File: config.mk
export PLATFORM = sky130hd
export DESIGN_NAME = legv8_instr_encoder
export DESIGN_NICKNAME = d
export VERILOG_FILES = /design/src/rtl/legv8_instr_encoder.sv
export SDC_FILE = /design/constraint.sdc
export NUM_CORES = 1
export LEC_CHECK = 0
export BUFFER_PORTS_ARGS = -buffer_cell sky130_fd_sc_hd__clkbuf_2
export CORE_UTILIZATION = 50
export CTS_BUF_LIST = sky130_fd_sc_hd__clkbuf_4 sky130_fd_sc_hd__clkbuf_8
export CTS_CLUSTER_DIAMETER = 80
export DETAILED_ROUTE_END_ITERATION = 10
export GPL_TIMING_DRIVEN = 0
export PLACE_DENSITY = 0.76
export REMOVE_ABC_BUFFERS = 1
export SYNTH_ARGS = -nofsm -noshare
export SYNTH_HDL_FRONTEND = slang
export SYNTH_SLANG_ARGS = --single-unit
File: constraint.sdc
create_clock -name clk -period 11.8 [get_ports clk]
set_input_delay 0.59 -clock clk [delete_from_list [all_inputs] [get_ports clk]]
set_output_delay 0.59 -clock clk [all_outputs]
set_load 0.01 [all_outputs]
File: src/rtl/legv8_instr_encoder.sv
// legv8_instr_encoder
// Packs an opcode, register fields and a 64-bit immediate or branch target into
// a 32-bit LEGv8 instruction word. Branch formats encode the word offset from
// pc to the target. Out-of-range, misaligned or unknown-format requests come
// back with err=1 and a zero word, and are tallied in a saturating counter.
// One request is in flight at a time: IDLE -> CALC -> CHECK -> OUT.

module legv8_instr_encoder #(
   parameter int ERRW = 8
) (
   input  logic            clk,
   input  logic            rst,
   input  logic            in_valid,
   output logic            in_ready,
   input  logic [4:0]      imm_op,
   input  logic [10:0]     opcode,
   input  logic [4:0]      rd_rt,
   input  logic [4:0]      rn,
   input  logic [4:0]      rm,
   input  logic [63:0]     pc,
   input  logic [63:0]     value,
   output logic            out_valid,
   input  logic            out_ready,
   output logic [31:0]     instr,
   output logic            err,
   output logic [ERRW-1:0] err_count
);

   // format selectors, matching the decode-side immediate extractor
   localparam logic [4:0] IMMOP_B     = 5'd1;
   localparam logic [4:0] IMMOP_CB    = 5'd2;
   localparam logic [4:0] IMMOP_I     = 5'd3;
   localparam logic [4:0] IMMOP_SHIFT = 5'd4;
   localparam logic [4:0] IMMOP_D     = 5'd5;

   localparam logic [1:0] S_IDLE  = 2'd0;
   localparam logic [1:0] S_CALC  = 2'd1;
   localparam logic [1:0] S_CHECK = 2'd2;
   localparam logic [1:0] S_OUT   = 2'd3;

   logic [1:0]      state;
   logic [4:0]      op_q;
   logic [10:0]     opc_q;
   logic [4:0]      rd_q;
   logic [4:0]      rn_q;
   logic [4:0]      rm_q;
   logic [63:0]     pc_q;
   logic [63:0]     val_q;
   logic [63:0]     imm_q;
   logic [31:0]     instr_q;
   logic            err_q;
   logic [ERRW-1:0] cnt_q;

   logic [31:0]     enc;
   logic            bad;

   assign in_ready  = (state == S_IDLE);
   assign out_valid = (state == S_OUT);
   assign instr     = instr_q;
   assign err       = err_q;
   assign err_count = cnt_q;

   // Encode the word and decide whether the immediate fits its field; the
   // range test looks at all 64 bits, so upper bits must be pure sign or zero
   always_comb begin
      enc = 32'h0;
      bad = 1'b1;
      case (op_q)
         IMMOP_B: begin
            enc = {opc_q[10:5], imm_q[27:2]};
            bad = (imm_q[1:0] != 2'b00) || (imm_q[63:27] != {37{imm_q[27]}});
         end
         IMMOP_CB: begin
            enc = {opc_q[10:3], imm_q[20:2], rd_q};
            bad = (imm_q[1:0] != 2'b00) || (imm_q[63:20] != {44{imm_q[20]}});
         end
         IMMOP_I: begin
            enc = {opc_q[10:1], imm_q[11:0], rn_q, rd_q};
            bad = (imm_q[63:12] != 52'd0);
         end
         IMMOP_SHIFT: begin
            enc = {opc_q, rm_q, imm_q[5:0], rn_q, rd_q};
            bad = (imm_q[63:6] != 58'd0);
         end
         IMMOP_D: begin
            enc = {opc_q, imm_q[8:0], 2'b00, rn_q, rd_q};
            bad = (imm_q[63:8] != {56{imm_q[8]}});
         end
         default: begin
            enc = 32'h0;
            bad = 1'b1;
         end
      endcase
   end

   // Request sequencing: capture in IDLE, form the offset in CALC, register
   // the result in CHECK, then hold it in OUT until the consumer takes it
   always_ff @(posedge clk or posedge rst) begin
      if (rst) begin
         state   <= S_IDLE;
         op_q    <= 5'd0;
         opc_q   <= 11'd0;
         rd_q    <= 5'd0;
         rn_q    <= 5'd0;
         rm_q    <= 5'd0;
         pc_q    <= 64'd0;
         val_q   <= 64'd0;
         imm_q   <= 64'd0;
         instr_q <= 32'h0;
         err_q   <= 1'b0;
         cnt_q   <= '0;
      end else begin
         case (state)
            S_IDLE: begin
               if (in_valid) begin
                  op_q  <= imm_op;
                  opc_q <= opcode;
                  rd_q  <= rd_rt;
                  rn_q  <= rn;
                  rm_q  <= rm;
                  pc_q  <= pc;
                  val_q <= value;
                  state <= S_CALC;
               end
            end
            S_CALC: begin
               if (op_q == IMMOP_B || op_q == IMMOP_CB)
                  imm_q <= val_q - pc_q;
               else
                  imm_q <= val_q;
               state <= S_CHECK;
            end
            S_CHECK: begin
               instr_q <= bad ? 32'h0 : enc;
               err_q   <= bad;
               if (bad && (cnt_q != {ERRW{1'b1}}))
                  cnt_q <= cnt_q + ERRW'(1);
               state <= S_OUT;
            end
            default: begin
               if (out_ready)
                  state <= S_IDLE;
            end
         endcase
      end
   end

endmodule
======== Yosys cells after proc, flatten, opt, wreduce, memory -nomap -nowiden ========
Cells that the tools add are included.
Widths: inputs -> output; s select.
storage, ports and cells
  flip-flop bits (word level) ............. 266
  bits of input ports ..................... 163
  output and inout bits ................... 43
  word-level logic and storage cells ...... 46
operators by class
  add/subtract/negate cells ............... 2
  equality and inequality tests ........... 13
  multiplexer cells ....................... 7
  reductions and logical operators ........ 12
operators with widths
  cell                 number
  $pmux 32 s5          1
  $mux 64              1
  $sub 64x64->64       1
  $reduce_bool 58->1   1
  $ne 55x55->1         1
  $reduce_bool 52->1   1
  $ne 43x43->1         1
  $ne 36x36->1         1
  $mux 32              1
  $eq 5x2->1 const B   2
  $eq 5x3->1 const B   2
  $add 8x1->8 const B  1
  $ne 8x8->1 const B   1
  $pmux 2 s3           1
  $reduce_and 2->1     3
  $eq 5x1->1 const B   1
  $pmux 1 s5           1
  $eq 2x2->1 const B   2
  $mux 2               2
  $reduce_bool 4->1    1
  $logic_or 1x1->1     3
  $eq 2x1->1 const B   1
  $logic_not 2->1      1
  $ne 2x2->1 const B   1
  other kinds (2)      2

======== Longest topological paths before layout ========
  word-level depth ........................ 5
  depth in mapped cells ................... 14
  gate-level depth less buffers ........... 14

======== Least setup slack after synthesis ========
Ideal clock, no wire load.
  path kind ............................... register to register
  from .................................... reg pc_q[0]
  to ...................................... reg imm_q[60]
  library setup time ...................... 0.082 ns
  data arrival time ....................... 2.861 ns
  data required time ...................... 11.718 ns
  setup slack ............................. 8.857 ns
  stages on the path, launching flop included .. 14
  buffers on the path ..................... 0
  period minus slack after synthesis ...... 2.943 ns
  cell sequence ........................... dfrtp_1 > ha_1 > fa_1 > nand2b_1 > a21oi_1 > o21ai_1 > o221ai_2 > a21oi_2 > o21ai_2 > a21oi_2 > a21oi_2 > nor3_1 > or3b_1 > a31oi_1
between the ends
  cells in the longest elaborated chain, start to end .. 2
RTL lines
  element                   line  RTL
  start: declaration        47    logic [63:0] pc_q;
  start signal: assignment  121   pc_q <= pc;
  $sub 64x64->64            128   imm_q <= val_q - pc_q;
  $mux 64                   127   if (op_q == IMMOP_B || op_q == IMMOP_CB)
  end signal: assignment    128
  end signal: assignment    130   imm_q <= val_q;
  end: declaration          49    logic [63:0] imm_q;
Every way passes these cells.
A chain may end at the register's enable or synchronous reset.

======== Worst setup path in the final report ========
  from .................................... reg op_q[3]
  to ...................................... reg instr_q[7], in the netlist instr[7]
between the ends
  cells in the longest elaborated chain, start to end .. 3
  elaborated cells between the ends (all ways) .. 8
  classes of those cells .................. eq/ne (5); mux (3)
RTL lines
  element                                           line  RTL
  start: declaration                                42    logic [4:0] op_q;
  start signal: assignment                          116   op_q <= imm_op;
  $eq 5x3->1, or another cell as far along          68    case (op_q)
  $pmux 32 s5 / $pmux 1 s5 (equally long branches)  68
  $mux 32 (*)                                       134   instr_q <= bad ? 32'h0 : enc;
  end signal: assignment                            134
  end: declaration                                  50    logic [31:0] instr_q;
Mark *: on every way between the ends. The rest lies on a longest branch, timed or not.

==> summary.md <==
| Metric | Value |
|---|---|
| Crit path DAT | `around 4.7 ns` |
| # diodes | `0` |
| Critical Path Start Type | `register` |
| Endpoints failing setup | `0` |
| CP max FO | `28` |
| Initial Util | `0.511` |
| CTS clk-pin slew, worst paths | `0.06 ns` |
| Post-CTS sizing | `0` |
| Power, Total | `roughly 6.0 mW` |
| Post-DP HPWL | `28.2 mm` |
| Routed Wire Length | `roughly 39 mm` |
| RR Startpoint | `op_q[3]` |
| Nets@finish | `approximately 2000` |
| CTS tree | `built` |
| Layout cells sized above 1 | `0.273` |
| Crit-path slowest cell | `nor2_1` |
| HP Class | `input pin to asynchronous set/reset pin` |
| First-pass GRT wire length | `between 60 and 70 mm` |
| Area Overhead vs Synth | `16.4%` |
| Status | `finished, final reports clean` |
| Post-synthesis register bit count | `about 270` |
| Final Max Tran Viols | `0` |
| Die area | `around 0.031 mm^2` |
| DR iter-0 viols | `roughly 880` |
| DRC | `0` |
| Fin Setup TNS | `0 ns` |
| Vias/cell | `~5.7` |
| Setup Buffers After CTS | `0` |
| Layout fillers | `between 2000 and 3000` |
| Drt wl/cell | `approximately 18 um` |
| PortBufs | `between 200 and 250` |
| Worst-Skew Late Latency | `~0.56 ns` |
| # IOs | `roughly 210` |
| Vias | `12600` |
| Mapped Cells | `roughly 1600` |
| Max-slew headroom | `0.166` |
| Largest net degree at the start of global routing | `120` |
| H-tree Lvls | `2` |
| Post-Syn Area | `about 0.015 mm^2` |
| Register area | `roughly 0.0067 mm^2` |
| Post-synth EDFFs | `0` |
| Max cap viols | `0` |
| Fmax | `235 MHz` |
| Vias in the first global route | `about 12000` |
| Clk_skew | `0.0217 ns` |
| Most used DFF post-synth | `dfrtp_1` |
| Initial antenna violation count | `0` |
| CP Cell Sequence | `nor3_1 > nand2_1 > nor2_1 > or2_2 > o31ai_1 > nand3_2 > inv_2 > nand2_2 > o22ai_1` |
| Deepest clock path buffer count | `3` |
| GRT Total Usage | `0.249` |
| WP buf/inv | `1` |
| Worst setup startpoint | `op_q[3]` |
| Clock root buffer | `clkbuf_8` |
| CP delay by family, top | `simple AND/OR/NAND/NOR gates` |
| Synth unique cells | `74` |
| PD cells | `between 300 and 400 mW/mm^2` |
| LEAKAGE | `8.18 nW` |
| CP Data Required Time | `about 12 ns` |
| Crit path time final | `4.25 ns` |
| Grt total ovfl | `0` |
| Gp weighted congestion | `about 0.89` |
| CP endpoint kind | `register` |
| TritonCTS Buffers | `between 40 and 50` |
| Part of the Yosys area used for sequential elements | `0.438` |
| Fin crit share | `0.360` |
| Setup CP Type | `register to register` |
| Max incr delay on CP | `approximately 1 ns` |
| Rows | `between 60 and 70` |
| Syn_area_per_cell | `9.70 um^2` |
| Die width | `176 um` |
| Max IR drop VDD | `between 0.15 and 0.2 mV` |
| Synth warnings | `0` |
| 1st-pass router iterations | `5` |
| Final Hold Viols | `0` |
| Antenna viol nets, final | `0` |
| Core area | `0.0298 mm^2` |
| Clock Sinks | `266` |
| Worst slew pin tran | `around 1.2 ns` |
| Util after Layout | `0.594` |
| Asr flop ratio synth | `1.00` |
| Multi-input gate area | `between 0.007 and 0.008 mm^2` |
| Die height | `between 150 and 200 um` |
| RSZ-0062 raised after global routing | `no` |
| Post-CTS Hold Buffers | `0` |
sequential cells by signal (all words and copies together) (netlist names):
register / flops
err: 1
err_count: 8
imm_q: 64
instr: 32
op_q: 5
opc_q: 11
pc_q: 64
rd_q: 5
rm_q: 5
rn_q: 5
state: 2
val_q: 64
cell families (layout without fill, tap and decap cells):
family	Yosys count	count (layout)	synth area share
and+or+nand+nor	399	399	0.123
AOI/OAI and AO/OA	400	400	0.167
xor gates and xnor gates	62	62	0.0357
DFF	266	266	0.438
buffers and inverters	194	423	0.0488
muxes	176	176	0.129
adders and majority gates	71	71	0.0589
Yosys cell counts (all sizes together) (3+ instances only):
| cell | instances | share of area |
|---|---|---|
| o21bai | 8 | 0.0039 |
| or3 | 6 | 0.0025 |
| and4 | 6 | 0.0035 |
| mux2 | 163 | 0.12 |
| o31a | 3 | 0.0017 |
| o21a | 10 | 0.0049 |
| a22oi | 8 | 0.0039 |
| nand2b | 7 | 0.0029 |
| nor2 | 133 | 0.033 |
| o22ai | 38 | 0.016 |
| o2111ai | 4 | 0.0023 |
| buf | 13 | 0.0041 |
| or2 | 5 | 0.0021 |
| or4 | 4 | 0.0020 |
| o211ai | 5 | 0.0025 |
| dfrtp | 266 | 0.44 |
| nor4 | 16 | 0.0076 |
| nor3 | 17 | 0.0056 |
| a31oi | 26 | 0.011 |
| a21boi | 5 | 0.0025 |
| o31ai | 12 | 0.0063 |
| nand4 | 27 | 0.011 |
| a21oi | 148 | 0.051 |
| xor2 | 32 | 0.018 |
| a222oi | 9 | 0.0059 |
| mux2i | 13 | 0.0086 |
| inv | 125 | 0.031 |
| o221ai | 3 | 0.0021 |
| nand2 | 118 | 0.029 |
| ha | 70 | 0.058 |
| a21o | 19 | 0.0094 |
| and2 | 9 | 0.0037 |
| xnor2 | 30 | 0.017 |
| o41ai | 3 | 0.0017 |
| a221oi | 8 | 0.0054 |
| clkbuf | 56 | 0.014 |
| nor2b | 18 | 0.0074 |
| o21ai | 66 | 0.022 |
| a211oi | 6 | 0.0030 |
| a22o | 4 | 0.0023 |
| a41oi | 4 | 0.0023 |
| nand3 | 25 | 0.0086 |
worst paths after layout:
check	to	slack [ns]	cells after the start
max reg2reg	instr[7]	7.55	9
min in group clk	rm_q[4]	0.25	2
max in group asynchronous	pc_q[53]	10.42	4
min reg2reg	err_count[4]	0.49	1
min	val_q[7]	0.05	2
max	instr[7]	7.55	9
placed cells by master, fill, tap and decap left out, types with 7 or more instances in the layout:
| cell | count |
|---|---|
| o31ai_1 | 11 |
| and2_1 | 9 |
| nand4_1 | 27 |
| o21a_1 | 10 |
| nand2_1 | 116 |
| clkbuf_2 | 205 |
| a31oi_1 | 26 |
| nor2b_1 | 18 |
| mux2_2 | 162 |
| xor2_1 | 32 |
| nand3_1 | 24 |
| o21ai_1 | 17 |
| o22ai_1 | 38 |
| nor3_1 | 17 |
| o21bai_1 | 8 |
| clkbuf_4 | 18 |
| inv_1 | 123 |
| o21ai_0 | 47 |
| a222oi_1 | 9 |
| ha_1 | 68 |
| xnor2_1 | 30 |
| nand2b_1 | 7 |
| clkbuf_8 | 60 |
| a22oi_1 | 8 |
| a21oi_2 | 7 |
| dfrtp_1 | 266 |
| nor2_1 | 132 |
| a21o_1 | 19 |
| nor4_1 | 15 |
| mux2i_1 | 13 |
| a21oi_1 | 140 |
where the power goes:
group	leakage [nW]	switching [mW]	internal, mW
registers	3.21	0.395	1.35
clock network	0.530	0.377	0.512
logic	4.44	1.92	1.46
cell type report:
type	instances	area share
Timing Repair Buffer	214	0.0697
Sequential cell	266	0.376
Tap cell	390	0.0276
Clock buffer	78	0.0543
Inverter	125	0.0269
Clock inverter	6	0.00219
Multi-Input combinational cell	1108	0.443
worst reg2reg max path: cells and delay by family (launching register included):
family / cells / cell delay [ns]
AOI/OAI and AO/OA: 2 / 0.40
buffers and inverters: 1 / 0.07
DFF: 1 / 0.39
and+or+nand+nor: 6 / 3.23
per-layer routing:
| layer | vias up | part of all wire | global-route usage | routed length, um |
|---|---|---|---|---|
| met1 | 6038 | 0.42 | 0.313 | 16300 |
| met5 | - | 0 | 0 | 0 |
| li1 | 6001 | - | - | - |
| met3 | 76 | 0.065 | 0.0433 | 2530 |
| met2 | 449 | 0.49 | 0.433 | 19000 |
| met4 | 0 | 0.025 | 0.0787 | 957 |
stage by stage:
stage | worst slack, ns | std cells | hold WS (ns) | area [um^2]
CTS | 7.61 | 2187 | 0.0510 | 17700
global route | 7.26 | 2187 | 0.0912 | 17700
floorplan | 3.88 | 1499 | 0.463 | 14900
finish | 7.55 | 2187 | 0.0483 | 17700
global placement | 1.15 | 2094 | 0.479 | 16500
detailed placement | 7.68 | 2103 | 0.489 | 16700
Power figures use the tool's default switching activity.
